===== src/rtl/rival_frame_rx.sv =====
`default_nettype none
// +----------------------------------------------------------------------------+
// | rival_frame_rx                                                             |
// | Decodes SOF/TYPE/PAYLOAD[/CHK] byte frames from the rival board into       |
// | start/score pulses, with error counting and link status.                   |
// | Optional CHK byte build macro: RIVAL_FRAME_CHECKSUM_EN                     |
// | Revision: 1.0                                                              |
// +----------------------------------------------------------------------------+
module rival_frame_rx #(
  parameter int unsigned TIMEOUT_CYCLES = 100000,
  parameter logic [7:0]  SOF_BYTE       = 8'hA5
) (
  input  logic       clk,
  input  logic       rst,
  input  logic [7:0] rx_data,
  input  logic       rx_done,
  output logic [7:0] rival_score,
  output logic       score_valid,
  output logic       start_sig,
  output logic       frame_err,
  output logic [7:0] err_cnt,
  output logic       link_up
);

  localparam int unsigned TW = (TIMEOUT_CYCLES > 1) ? $clog2(TIMEOUT_CYCLES) : 1;
  localparam logic [TW-1:0] TMO_LAST   = TW'(TIMEOUT_CYCLES - 1);
  localparam logic [7:0]    TYPE_START = 8'h01;
  localparam logic [7:0]    TYPE_SCORE = 8'h02;

  typedef enum logic [1:0] {
    ST_HUNT    = 2'd0,
    ST_TYPE    = 2'd1,
    ST_PAYLOAD = 2'd2,
    ST_CHK     = 2'd3
  } state_t;

  state_t        state_q, state_d;
  logic [TW-1:0] timer_q, timer_d;
  logic          is_score_q, is_score_d;
  logic [7:0]    rival_score_q, rival_score_d;
  logic          score_valid_q, score_valid_d;
  logic          start_q, start_d;
  logic          frame_err_q, frame_err_d;
  logic [7:0]    err_cnt_q, err_cnt_d;
  logic          link_up_q, link_up_d;
`ifdef RIVAL_FRAME_CHECKSUM_EN
  logic [7:0]    payload_q, payload_d;
`endif

  logic       commit;
  logic       reject;
  logic [7:0] commit_payload;

  always_comb begin
    state_d        = state_q;
    timer_d        = timer_q;
    is_score_d     = is_score_q;
    rival_score_d  = rival_score_q;
    score_valid_d  = 1'b0;
    start_d        = 1'b0;
    link_up_d      = link_up_q;
    commit         = 1'b0;
    reject         = 1'b0;
    commit_payload = rx_data;
`ifdef RIVAL_FRAME_CHECKSUM_EN
    payload_d      = payload_q;
`endif

    // A strobe always wins over a coincident timeout expiry.
    if (rx_done) begin
      timer_d = '0;
      case (state_q)
        ST_HUNT: begin
          if (rx_data == SOF_BYTE) state_d = ST_TYPE;
        end
        ST_TYPE: begin
          if (rx_data == TYPE_SCORE || rx_data == TYPE_START) begin
            is_score_d = (rx_data == TYPE_SCORE);
            state_d    = ST_PAYLOAD;
          end else begin
            reject  = 1'b1;
            state_d = ST_HUNT;
          end
        end
        ST_PAYLOAD: begin
`ifdef RIVAL_FRAME_CHECKSUM_EN
          payload_d = rx_data;
          state_d   = ST_CHK;
`else
          commit    = 1'b1;
          state_d   = ST_HUNT;
`endif
        end
`ifdef RIVAL_FRAME_CHECKSUM_EN
        ST_CHK: begin
          commit_payload = payload_q;
          if (rx_data == ((is_score_q ? TYPE_SCORE : TYPE_START) ^ payload_q)) commit = 1'b1;
          else                                                                  reject = 1'b1;
          state_d = ST_HUNT;
        end
`endif
        default: state_d = ST_HUNT;
      endcase
    end else if (state_q != ST_HUNT) begin
      if (timer_q == TMO_LAST) begin
        reject  = 1'b1;
        state_d = ST_HUNT;
        timer_d = '0;
      end else begin
        timer_d = timer_q + TW'(1);
      end
    end

    if (commit) begin
      link_up_d = 1'b1;
      if (is_score_q) begin
        rival_score_d = commit_payload;
        score_valid_d = 1'b1;
      end else begin
        start_d = 1'b1;
      end
    end

    frame_err_d = reject;
    err_cnt_d   = (reject && err_cnt_q != 8'hFF) ? err_cnt_q + 8'd1 : err_cnt_q;
  end

  always_ff @(posedge clk or posedge rst) begin
    if (rst) begin
      state_q       <= ST_HUNT;
      timer_q       <= '0;
      is_score_q    <= 1'b0;
      rival_score_q <= 8'h00;
      score_valid_q <= 1'b0;
      start_q       <= 1'b0;
      frame_err_q   <= 1'b0;
      err_cnt_q     <= 8'h00;
      link_up_q     <= 1'b0;
`ifdef RIVAL_FRAME_CHECKSUM_EN
      payload_q     <= 8'h00;
`endif
    end else begin
      state_q       <= state_d;
      timer_q       <= timer_d;
      is_score_q    <= is_score_d;
      rival_score_q <= rival_score_d;
      score_valid_q <= score_valid_d;
      start_q       <= start_d;
      frame_err_q   <= frame_err_d;
      err_cnt_q     <= err_cnt_d;
      link_up_q     <= link_up_d;
`ifdef RIVAL_FRAME_CHECKSUM_EN
      payload_q     <= payload_d;
`endif
    end
  end

  assign rival_score = rival_score_q;
  assign score_valid = score_valid_q;
  assign start_sig   = start_q;
  assign frame_err   = frame_err_q;
  assign err_cnt     = err_cnt_q;
  assign link_up     = link_up_q;

endmodule
`default_nettype wire

===== config.mk =====
export PLATFORM = sky130hd
export DESIGN_NAME = rival_frame_rx
export DESIGN_NICKNAME = d
export VERILOG_FILES = /design/src/rtl/rival_frame_rx.sv
export SDC_FILE = /design/constraint.sdc
export NUM_CORES = 1
export LEC_CHECK = 0
export BUFFER_PORTS_ARGS = -buffer_cell sky130_fd_sc_hd__buf_2
export CAP_MARGIN = 30
export CORE_MARGIN = 3
export CORE_UTILIZATION = 55
export DETAILED_ROUTE_END_ITERATION = 12
export GPL_TIMING_DRIVEN = 0
export PLACE_DENSITY = 0.78
export SLEW_MARGIN = 20
export SYNTH_ARGS = -nofsm -noshare
export SYNTH_HDL_FRONTEND = slang
export SYNTH_SLANG_ARGS = --single-unit

===== constraint.sdc =====
create_clock -name clk -period 2.1 [get_ports clk]
set_input_delay 0.21 -clock clk [delete_from_list [all_inputs] [get_ports clk]]
set_output_delay 0.21 -clock clk [all_outputs]
set_load 0.03 [all_outputs]

==> results of run 1 <==
[worst max-delay path, delay by kind of cell (launching register included)]
family	cells	cell delay, ps
flops	1	430
simple gates	3	900
compound gates	1	200
buf+inv	1	140
mux	1	310
[through the flow]
step	hold WS (ps)	util, %	instances
4_1_cts	84.5	69.4	284
6_report	96.7	71.9	290
3_3_place_gp	432	66.9	275
3_5_place_dp	179	67.5	276
5_1_grt	90.4	71.9	290
2_1_floorplan	315	-	201
[worst paths after layout]
path / start / to / slack (ps) / cells past startpoint
worst max-delay path: timer_q[5]$_DFFE_PP0P_ / err_cnt[6]$_DFFE_PP0P_ / 30 / 6
worst min-delay path: rx_data[7] / rival_score[7]$_DFFE_PP0P_ / 100 / 3
worst max register to register: timer_q[5]$_DFFE_PP0P_ / err_cnt[6]$_DFFE_PP0P_ / 30 / 6
worst min register to register: is_score_q$_DFFE_PP0P_ / start_sig$_DFF_PP0_ / 480 / 1
max in group asynchronous: rst / state_q[1]$_DFFE_PP0P_ / 1290 / 4
min in group asynchronous: rst / rival_score[1]$_DFFE_PP0P_ / 360 / 3
[power by group through the flow]
stage,Combinational (W),Clock [W],Sequential [W]
2_1_floorplan,0.0000305,0,0.000798
3_3_place_gp,0.0000592,0,0.000793
3_5_place_dp,0.0000656,0,0.000794
4_1_cts,0.0000675,0.000363,0.000779
5_1_grt,0.0000773,0.000401,0.000780
6_report,0.0000677,0.000349,0.000779
[metal layers]
layer | track usage [%] | vias up
li1 | - | 776
met1 | 26.8 | 736
met2 | 30.1 | 30
met3 | 4.96 | 6
met4 | 5.70 | 0
met5 | 0 | -
[area by class of cell]
class,count,area [µm²]
timing repair buffer,38,225
fill,254,901
sequential,40,1000
inverter,5,18.8
clock inverter,1,5.00
multi-input combinational,151,926
tap,44,55.1
clock buffer,6,41.3
buffer,5,30.0
[synth_stat cells (2+ instances only)]
master,n
dfrtp_1,40
nand2_1,39
nor2_1,22
xnor2_1,12
nand3_1,9
a21oi_1,6
xor2_1,6
a31oi_1,5
nor4_1,5
inv_1,4
nand2b_1,4
nor3_1,4
or3_1,4
clkbuf_1,3
nand3b_1,3
nand4_1,3
nor2b_1,3
o21ai_0,3
and3_1,2
ha_1,2
mux2_4,2
nand4b_1,2
[cell families after synthesis]
group / Yosys count
simple gates: 109
flops: 40
compound gates: 19
xor+xnor: 18
buf+inv: 10
mux: 3
fa+ha+maj: 2
[flip-flops by register name, indices dropped and copies added, names as in the netlist]
signal       flops
link_up          1
timer_q         17
err_cnt          8
is_score_q       1
score_valid      1
start_sig        1
rival_score      8
frame_err        1
state_q          2
[repair_timing]
item                       4_1_cts  5_1_grt
pin swaps                        0        3
resized for setup                1        7
setup buffers                    0        6
setup endpoints to repair       10       13
hold endpoints to repair        13        0
hold buffers                     1        0
==> summary.md, run 1 <==
| Metric | Value |
|---|---|
| Status | `finished, final reports clean` |
| Warnings, synthesis | `0` |
| Layout overhead on the synthesized area | `18.8%` |
| Pre-CTS setup slack | `-17.9 ps` |
| Overall fraction of global-route tracks in use | `19.4%` |
| DR DRC count | `0` |
| Peak Freq | `just under 0.5 GHz` |
| Wire length reported by the detailed router | `3690 µm` |
| Max Buffers Root-to-Sink | `2` |
| Routed via count divided by cell count | `5.34` |
| Synth area leaders | `dfrtp_1, nand2_1, xnor2_1` |
| Maximum number of pins on one net before global-route repair | `28` |
| Cell Rows | `20` |
| Via count of the first global-routing pass | `1,420` |
| Clock root cell | `clkbuf_4` |
| Number of flops mapped to enable cells by yosys | `0` |
| Compound-Gate Fraction of Synth Area | `between 6 and 7%` |
| Type of element launching the critical path | `register` |
| GP Congestion | `roughly 0.81` |
| Share of the synthesized area in the top cell type | `51.6%` |
| Cell Area, Synth | `between 1500 and 2000 µm²` |
| Critical path data arrival time | `roughly 2300 ps` |
| Global-route congestion overflow total | `0` |
| Number of nets at the end of the flow | `259` |
| Starting Density | `about 60%` |
| Setup total negative slack | `0 ps` |
| Final worst setup slack | `33.7 ps` |
| Internal power | `roughly 0.0009 W` |
| Vertical die dimension | `approximately 65 µm` |
| Gate power share | `between 5 and 6%` |
| Async set or reset register ratio after synthesis | `100%` |
| Worst stage delay on the critical path | `between 500 and 600 ps` |
| Top routing layer used | `met4` |
| Placed standard-cell area | `between 2000 and 2500 µm²` |
| Number of hold violations in the final report | `0` |
| Post-route antenna net violation count | `0` |
| Via count | `approximately 1,500` |
| Proportion of synthesized chip area in sequential cells | `between 50 and 60%` |
| Clock share of power | `a little under 30%` |
| Post-Synth Simple-Gate Area | `between 20% and 30%` |
| Die Outline Area | `~4300 µm²` |
| Insertion delay of the later-clocked pin in the worst-skew pair | `~330 ps` |
| Final min period | `2070 ps` |
| Leading cell types in the layout, fill and taps excluded | `dfrtp_1, nand2_1, buf_2` |
| Port Buffers | `30` |
| Worst slew margin | `just over 60%` |
| Main flop type after synthesis | `dfrtp_1` |
| Clock slew seen by the registers of the worst setup and hold paths | `between 100 and 150 ps` |
| Routed wire per std cell | `about 13 µm` |
| Die X-Extent | `65.4 µm` |
| Share of cell area taken by muxes after synthesis | `approximately 2.1%` |
| Switching part of the total | `22.9%` |
| Count of inserted antenna diode cells | `0` |
| Library cell with the largest summed area after synthesis | `dfrtp_1` |
| Critical-path maximum fanout | `8` |
| Period utilisation layout | `between 90% and 100%` |
| H-Tree Depth | `2` |
| Max VDD drop | `between 300 and 400 µV` |
| Routed wl met2 | `about 1700 µm` |
| Number of clock sinks | `40` |
| DRT iter0 DRCs | `between 90 and 100` |
| Top Ports | `31` |
| Number of flip-flops and latches in the synthesized netlist | `40` |
| Cells after synthesis | `approximately 200` |
| Post-route standard cell area excluding fillers | `~2300 µm²` |
| CTS tree | `done` |
| Slowest-stage cell, CP | `or4b_4` |
| Met3 Wirelength | `around 170 µm` |
| Share of layout cells above drive strength 1 | `24.0%` |
| Setup CP Type | `register to register` |
| Class of the worst hold path | `input port to register` |
| Net Switching | `0.000274 W` |
| Antenna violations before repair | `0` |
| CP required | `approximately 2300 ps` |
| Number of buffers created by CTS | `5` |
| Number of pins with negative max-slew slack in the final report | `0` |
| Combinational family with the most area after synthesis | `simple AND/OR/NAND/NOR gates` |
| Setup repair after global routing missed its margin | `yes` |
| Total of max-cap violations | `0` |
| DP HPWL | `between 2000 and 3000 µm` |
| Synth Area in Adders | `1.29%` |
| Total power density per cell area | `around 520 nW/µm²` |
| Most common library cell in the layout ignoring fill and taps | `dfrtp_1` |
| Crit path cell chain | `or4b_4, nor3_4, a31o_1, buf_6, nand4_4, mux2_4` |
| Worst-margin pin slew | `562 ps` |
| Net count after synthesis | `roughly 210` |
| Per-instance average area after synthesis | `between 9 and 10 µm²` |
| Final setup violation count | `0` |
| Critical path capture point type | `register` |
| Sequential group share of total power | `about two thirds` |
| Library cells used by synthesis | `40` |
| Wire length of the first global-routing pass | `6450 µm` |
| Total power consumption of the routed design | `0.00120 W` |
| Std-Cell Core Area | `around 3200 µm²` |
| Clock skew after layout | `5.96 ps` |
| Metal1 wirelength | `roughly 1800 µm` |
| Xor and xnor area share after synthesis | `slightly above 8%` |
| DR pass1 iterations | `5` |
| Leak pwr | `around 1.1 nW` |
(Power assumes the default switching activity.)
==> run 2: changes to the inputs <==
--- a/config.mk
+++ b/config.mk
@@ -8,10 +8,10 @@
 export BUFFER_PORTS_ARGS = -buffer_cell sky130_fd_sc_hd__buf_2
 export CAP_MARGIN = 30
 export CORE_MARGIN = 3
-export CORE_UTILIZATION = 55
+export CORE_UTILIZATION = 50
 export DETAILED_ROUTE_END_ITERATION = 12
 export GPL_TIMING_DRIVEN = 0
-export PLACE_DENSITY = 0.78
+export PLACE_DENSITY = 0.75
 export SLEW_MARGIN = 20
 export SYNTH_ARGS = -nofsm -noshare
 export SYNTH_HDL_FRONTEND = slang
==> constraint.sdc (replaced) <==
create_clock -name clk -period 1.9 [get_ports clk]
set_input_delay 0.19 -clock clk [delete_from_list [all_inputs] [get_ports clk]]
set_output_delay 0.19 -clock clk [all_outputs]
set_load 0.03 [all_outputs]
==> run 2 against run 1 <==
Against the previous run:
- the run now ends with negative setup slack left
- combinational power up 19%
- critical endpoint unchanged
- maximum frequency is 6.1% higher
- sequential share of layout area down 3.5 points
- highest routed layer unchanged
==> summary.md, run 2 (synthesis gave the netlist of run 1 again) <==
| Metric | Value |
|---|---|
| Status | `finished, violations left (was finished, final reports clean)` |
| Violated checks | `negative setup slack` |
| Top Ports | `31 (unchanged)` |
| Max Buffers Root-to-Sink | `2 (unchanged)` |
| Layout overhead on the synthesized area | `29.3% (was 18.8%)` |
| Placed standard-cell area | `2170 µm² (was 2160 µm²)` |
| Critical path data arrival time | `2130 ps (was 2290 ps)` |
| Vertical die dimension | `68.3 µm (was 65.4 µm)` |
| Worst slew margin | `58.5% (was 62.2%)` |
| Internal power | `0.00128 W (was 0.000922 W)` |
| Via count of the first global-routing pass | `1,570 (was 1,420)` |
| Count of placed standard cells in the final layout, fillers left out | `300 (was 290)` |
| Worst-margin pin slew | `615 ps (was 562 ps)` |
| Class of the worst hold path | `input port to register (unchanged)` |
| Insertion delay of the later-clocked pin in the worst-skew pair | `300 ps (was 330 ps)` |
| Total power consumption of the routed design | `0.00165 W (was 0.00120 W)` |
| Die X-Extent | `68.3 µm (was 65.4 µm)` |
| Final worst setup slack | `-48.0 ps (was 33.7 ps)` |
| Maximum number of pins on one net before global-route repair | `35 (was 28)` |
| Type of element launching the critical path | `register (unchanged)` |
| Final core utilization | `71.2% (was 71.9%)` |
| Clock root cell | `clkbuf_8 (was clkbuf_4)` |
| CP required | `2080 ps (was 2320 ps)` |
| Starting Density | `55.0% (was 60.5%)` |
| Setup repair after global routing missed its margin | `yes (unchanged)` |
| Final min period | `1950 ps (was 2070 ps)` |
| DR DRC count | `0 (unchanged)` |
| DR pass1 iterations | `6 (was 5)` |
| H-Tree Depth | `2 (unchanged)` |
| Clock slew seen by the registers of the worst setup and hold paths | `80 ps (was 110 ps)` |
| DP HPWL | `2730 µm (was 2600 µm)` |
| Wire length of the first global-routing pass | `6970 µm (was 6450 µm)` |
| Number of hold violations in the final report | `0 (unchanged)` |
| Leading cell types in the layout, fill and taps excluded | `dfrtp_1, nand2_1, buf_2 (unchanged)` |
| Wire length reported by the detailed router | `4190 µm (was 3690 µm)` |
| Share of layout cells above drive strength 1 | `31.9% (was 24.0%)` |
| Port Buffers | `30 (unchanged)` |
| Overall fraction of global-route tracks in use | `20.0% (was 19.4%)` |
| Most common library cell in the layout ignoring fill and taps | `dfrtp_1 (unchanged)` |
| Worst stage delay on the critical path | `550 ps (was 560 ps)` |
| GP Congestion | `0.804 (was 0.806)` |
| Final setup violation count | `3 (was 0)` |
| Number of buffers created by CTS | `5 (unchanged)` |
| Count of inserted antenna diode cells | `0 (unchanged)` |
| Most flops, register | `timer_q (unchanged)` |
| Max VDD drop | `491 µV (was 386 µV)` |
| Critical path capture point type | `register (unchanged)` |
| Clock skew after layout | `6.99 ps (was 5.96 ps)` |
| DRT iter0 DRCs | `104 (was 99)` |
| CTS tree | `done (unchanged)` |
| Number of nets at the end of the flow | `266 (was 259)` |
| Via count | `1,608 (was 1,548)` |
| Total of max-cap violations | `0 (unchanged)` |
| Std-Cell Core Area | `3520 µm² (was 3200 µm²)` |
| Critical-path maximum fanout | `5 (was 8)` |
| Total power density per cell area | `659 nW/µm² (was 520 nW/µm²)` |
| Global-route congestion overflow total | `0 (unchanged)` |
| Gate power share | `4.9% (was 5.7%)` |
| Period utilisation layout | `103% (was 98.4%)` |
| Slowest-stage cell, CP | `or4b_4 (unchanged)` |
| Clock share of power | `43.0% (was 29.2%)` |
| Sequential group share of total power | `52.1% (was 65.1%)` |
| Post-route antenna net violation count | `0 (unchanged)` |
| Number of flip-flops in the largest register | `17 (unchanged)` |
| Number of clock sinks | `40 (unchanged)` |
| Antenna violations before repair | `0 (unchanged)` |
| Cells after DPL | `278 (was 276)` |
| Switching part of the total | `22.4% (was 22.9%)` |
| Number of pins with negative max-slew slack in the final report | `0 (unchanged)` |
| Post-route standard cell area excluding fillers | `2510 µm² (was 2300 µm²)` |
| Crit path cell chain | `or4b_4, nor3_4, a31o_1, buf_6, nand4_4, mux2_4 (unchanged)` |
| Die Outline Area | `4660 µm² (was 4270 µm²)` |
| Routed wire per std cell | `14.0 µm (was 12.7 µm)` |
| Cell Rows | `21 (was 20)` |
| Leak pwr | `1.20 nW (was 1.13 nW)` |
| Routed via count divided by cell count | `5.36 (was 5.34)` |
| Setup CP Type | `register to register (unchanged)` |
| Peak Freq | `0.513 GHz (was 0.484 GHz)` |
| Net Switching | `0.000371 W (was 0.000274 W)` |
-- run 2: path summary, 6_finish.rpt --
check,startpoint,end,slack (ps),cells past startpoint
worst max-delay path,timer_q[8]$_DFFE_PP0P_,err_cnt[6]$_DFFE_PP0P_,-50,6
worst min-delay path,rx_data[4],rival_score[4]$_DFFE_PP0P_,110,3
worst max register to register,timer_q[8]$_DFFE_PP0P_,err_cnt[6]$_DFFE_PP0P_,-50,6
worst min register to register,link_up$_DFFE_PP0P_,link_up$_DFFE_PP0P_,460,1
max in group asynchronous,rst,err_cnt[7]$_DFFE_PP0P_,1150,4
min in group asynchronous,rst,rival_score[0]$_DFFE_PP0P_,330,3
-- run 2: routing by layer --
layer / wire (µm) / vias up / track usage [%]
li1: - / 789 / -
met1: 1940 / 761 / 26.5
met2: 1990 / 48 / 31.4
met3: 207 / 10 / 5.58
met4: 65 / 0 / 6.45
met5: 0 / - / 0
-- run 2: worst max-delay path, delay by kind of cell (launching register included) --
family / cells / cell delay (ps)
flops: 1 / 390
compound gates: 1 / 200
simple gates: 3 / 810
mux: 1 / 300
buf+inv: 1 / 130
-- run 2: layout make-up --
| class | count | area (µm²) |
|---|---|---|
| Fill cell | 259 | 1010 |
| Sequential cell | 40 | 1000 |
| Multi-Input combinational cell | 151 | 990 |
| Timing Repair Buffer | 46 | 293 |
| Clock buffer | 5 | 68.8 |
| Tap cell | 46 | 57.6 |
| Clock inverter | 3 | 47.5 |
| Buffer | 4 | 30.0 |
| Inverter | 5 | 18.8 |
-- run 2: power by group through the flow --
stage	Combinational [W]	Sequential, W	Clock, W
2_1_floorplan	0.0000337	0.000881	0
3_3_place_gp	0.0000654	0.000877	0
3_5_place_dp	0.0000725	0.000877	0
4_1_cts	0.0000765	0.000860	0.000723
5_1_grt	0.0000913	0.000862	0.000766
6_report	0.0000803	0.000861	0.000711
-- run 2: per-stage QoR --
| stage | worst slack (ps) | setup TNS [ps] | hold slack, ps |
|---|---|---|---|
| after global placement | -164 | -1940 | 409 |
| after floorplan | -5.55 | -5.55 | 295 |
| after global routing | -128 | -840 | 128 |
| final | -48.0 | -90.5 | 106 |
| after CTS | -89.5 | -822 | 101 |
| after detailed placement | -184 | -2110 | 102 |
-- run 2: repair_timing --
action,4_1_cts,5_1_grt
setup buffers,7,6
hold endpoints to repair,6,0
resized for setup,8,18
cloned,0,1
setup endpoints to repair,14,22
hold buffers,1,0
pin swaps,4,7
==> run 3: changes to the inputs <==
--- a/config.mk
+++ b/config.mk
@@ -5,7 +5,7 @@
 export SDC_FILE = /design/constraint.sdc
 export NUM_CORES = 1
 export LEC_CHECK = 0
-export BUFFER_PORTS_ARGS = -buffer_cell sky130_fd_sc_hd__buf_2
+export BUFFER_PORTS_ARGS = -buffer_cell sky130_fd_sc_hd__clkbuf_2
 export CAP_MARGIN = 30
 export CORE_MARGIN = 3
 export CORE_UTILIZATION = 50
@@ -16,3 +16,4 @@
 export SYNTH_ARGS = -nofsm -noshare
 export SYNTH_HDL_FRONTEND = slang
 export SYNTH_SLANG_ARGS = --single-unit
+export TNS_END_PERCENT = 100
==> run 3 against run 2 <==
Against the previous run:
- the run still ends with negative setup slack left
- critical path depth is the same
- clock skew grew 2.4 ps
- global-route usage shrank 0.17 points
- critical endpoint is now timer_q[16]$_DFFE_PP0P_
- cell area shrank 2.0%
- setup slack gained 6.2 ps
- largest power group unchanged
- cell count shrank 1.3%
- combinational power shrank 5.9%
==> summary.md, run 3 (synthesis gave the netlist of run 1 again) <==
| Metric | Value |
|---|---|
| Status | `finished, violations left (unchanged)` |
| Violated checks | `negative setup slack (unchanged)` |
| GR Util met1 | `25.7% (was 26.5%)` |
| Via count | `1,592 (was 1,608)` |
| GP Congestion | `0.806 (was 0.804)` |
| Cell Rows | `21 (unchanged)` |
| H-Tree Depth | `2 (unchanged)` |
| Type of element launching the critical path | `register (unchanged)` |
| Clock share of power | `46.2% (was 43.0%)` |
| Slowest-stage cell, CP | `or4_4 (was or4b_4)` |
| Leak pwr | `1.17 nW (was 1.20 nW)` |
| Met2 track utilization from global routing | `30.9% (was 31.4%)` |
| Peak Freq | `0.515 GHz (was 0.513 GHz)` |
| Class of the worst hold path | `input port to register (unchanged)` |
| Port Buffers | `30 (unchanged)` |
| Routed via count divided by cell count | `5.38 (was 5.36)` |
| DR pass1 iterations | `4 (was 6)` |
| Critical path's top delay family | `simple AND/OR/NAND/NOR gates (unchanged)` |
| DR DRC count | `0 (unchanged)` |
| Worst hold slack | `110 ps (was 106 ps)` |
| Die X-Extent | `68.3 µm (unchanged)` |
| Wire length of the first global-routing pass | `6870 µm (was 6970 µm)` |
| Starting Density | `55.0% (unchanged)` |
| Final setup violation count | `3 (unchanged)` |
| Count of inserted antenna diode cells | `0 (unchanged)` |
| Clock skew after layout | `9.41 ps (was 6.99 ps)` |
| Post-route antenna net violation count | `0 (unchanged)` |
| Max VDD drop | `441 µV (was 491 µV)` |
| Clock root cell | `clkbuf_8 (unchanged)` |
| Final worst setup slack | `-41.8 ps (was -48.0 ps)` |
| Final min period | `1940 ps (was 1950 ps)` |
| Number of hold violations in the final report | `0 (unchanged)` |
| DRT iter0 DRCs | `78 (was 104)` |
| Number of pins with negative max-slew slack in the final report | `0 (unchanged)` |
| Max Buffers Root-to-Sink | `2 (unchanged)` |
| Die Outline Area | `4660 µm² (unchanged)` |
| Global-route congestion overflow total | `0 (unchanged)` |
| Post-route standard cell area excluding fillers | `2450 µm² (was 2510 µm²)` |
| Leading cell types in the layout, fill and taps excluded | `dfrtp_1, nand2_1, clkbuf_2 (was dfrtp_1, nand2_1, buf_2)` |
| Std-Cell Core Area | `3520 µm² (unchanged)` |
| Via count of the first global-routing pass | `1,590 (was 1,570)` |
| Top Ports | `31 (unchanged)` |
| Number of buffers created by CTS | `5 (unchanged)` |
| Critical path data arrival time | `2160 ps (was 2130 ps)` |
| Routed wire per std cell | `13.2 µm (was 14.0 µm)` |
| DP HPWL | `2730 µm (about the same)` |
| Critical path capture point type | `register (unchanged)` |
| Most common library cell in the layout ignoring fill and taps | `dfrtp_1 (unchanged)` |
| Setup repair after global routing missed its margin | `yes (unchanged)` |
| GRT Max-Usage Layer | `met2 (unchanged)` |
| Number of flip-flops in the largest register | `17 (unchanged)` |
| Internal power | `0.00140 W (was 0.00128 W)` |
| Worst-margin pin slew | `593 ps (was 615 ps)` |
| Overall fraction of global-route tracks in use | `19.8% (was 20.0%)` |
| Total of max-cap violations | `0 (unchanged)` |
| Met3 Track Usage GR | `5.91% (was 5.58%)` |
| Net Switching | `0.000340 W (was 0.000371 W)` |
| Crit path cell chain | `buf_4, nand3_1, or2_4, or4_4, or3_1, a31oi_1 (was or4b_4, nor3_4, a31o_1, buf_6, nand4_4, mux2_4)` |
| Setup CP Type | `register to register (unchanged)` |
| Total power density per cell area | `709 nW/µm² (was 659 nW/µm²)` |
| Antenna violations before repair | `0 (unchanged)` |
| Clock slew seen by the registers of the worst setup and hold paths | `80 ps (about the same)` |
| Worst stage delay on the critical path | `490 ps (was 550 ps)` |
| Wire length reported by the detailed router | `3910 µm (was 4190 µm)` |
| Most flops, register | `timer_q (unchanged)` |
| Number of clock sinks | `40 (unchanged)` |
| Placed standard-cell area | `2170 µm² (unchanged)` |
| Layout overhead on the synthesized area | `26.7% (was 29.3%)` |
| Period utilisation layout | `102% (was 103%)` |
| Share of layout cells above drive strength 1 | `28.0% (was 31.9%)` |
| Sequential group share of total power | `49.4% (was 52.1%)` |
| Vertical die dimension | `68.3 µm (unchanged)` |
| Critical-path maximum fanout | `3 (was 5)` |
| Gate power share | `4.3% (was 4.9%)` |
| Switching part of the total | `19.5% (was 22.4%)` |
| Worst slew margin | `60.0% (was 58.5%)` |
| CP required | `2120 ps (was 2080 ps)` |
| Critical path buffers and inverters | `1 (unchanged)` |
| Number of nets at the end of the flow | `263 (was 266)` |
| CTS tree | `done (unchanged)` |
| Maximum number of pins on one net before global-route repair | `35 (unchanged)` |
| Insertion delay of the later-clocked pin in the worst-skew pair | `300 ps (about the same)` |
-- run 3: power by group through the flow --
| stage | Clock [W] | Sequential [W] | Combinational (W) |
|---|---|---|---|
| 3_5_place_dp | 0 | 0.000877 | 0.0000726 |
| 2_1_floorplan | 0 | 0.000881 | 0.0000337 |
| 3_3_place_gp | 0 | 0.000877 | 0.0000658 |
| 4_1_cts | 0.000817 | 0.000860 | 0.0000757 |
| 6_report | 0.000805 | 0.000861 | 0.0000756 |
| 5_1_grt | 0.000847 | 0.000862 | 0.0000860 |
-- run 3: final cells by class --
| cell class | count | area, µm² |
|---|---|---|
| inverter | 5 | 18.8 |
| clock inverter | 2 | 60.1 |
| buffer | 4 | 30.0 |
| timing repair buffer | 43 | 263 |
| sequential | 40 | 1000 |
| tap | 46 | 57.6 |
| clock buffer | 5 | 68.8 |
| multi-input combinational | 151 | 956 |
| fill | 296 | 1070 |
-- run 3: per-stage QoR --
| step | power (W) | std cells | setup TNS (ps) | util [%] | setup WS, ps |
|---|---|---|---|---|---|
| floorplan | 0.000915 | 201 | -5.55 | - | -5.55 |
| global placement | 0.000943 | 277 | -2060 | 60.9 | -176 |
| detailed placement | 0.000950 | 278 | -2330 | 61.5 | -205 |
| CTS | 0.00175 | 294 | -94.8 | 68.0 | -58.4 |
| global route | 0.00179 | 296 | -483 | 69.7 | -114 |
| finish | 0.00174 | 296 | -73.4 | 69.7 | -41.8 |
-- run 3: worst paths after layout --
| check | from | endpoint | slack, ps | cells after the start |
|---|---|---|---|---|
| min in group asynchronous | rst | link_up$_DFFE_PP0P_ | 330 | 3 |
| worst max register to register | timer_q[5]$_DFFE_PP0P_ | timer_q[16]$_DFFE_PP0P_ | -40 | 6 |
| worst min register to register | is_score_q$_DFFE_PP0P_ | start_sig$_DFF_PP0_ | 480 | 1 |
| worst min-delay path | rx_data[5] | rival_score[5]$_DFFE_PP0P_ | 110 | 3 |
| max in group asynchronous | rst | timer_q[8]$_DFFE_PP0P_ | 1160 | 4 |
| worst max-delay path | timer_q[5]$_DFFE_PP0P_ | timer_q[16]$_DFFE_PP0P_ | -40 | 6 |
-- run 3: worst reg2reg max path, cell delays in order (launching register included) --
cell	delay (ps)
dfrtp_1	390
buf_4	130
nand3_1	120
or2_4	280
or4_4	490
or3_1	320
a31oi_1	140
-- run 3: metal layers --
layer,wire (µm),up-vias
li1,-,781
met1,1820,764
met4,57,0
met5,0,-
met3,206,7
met2,1830,40
-- run 3: timing repair --
| item | in CTS | in global routing |
|---|---|---|
| buffers inserted | 8 | 3 |
| endpoints found under the setup margin | 15 | 21 |
| resized for setup | 7 | 7 |
| pin swaps | 2 | 1 |
| hold buffers | 1 | 0 |
| endpoints found under the hold margin | 6 | 0 |
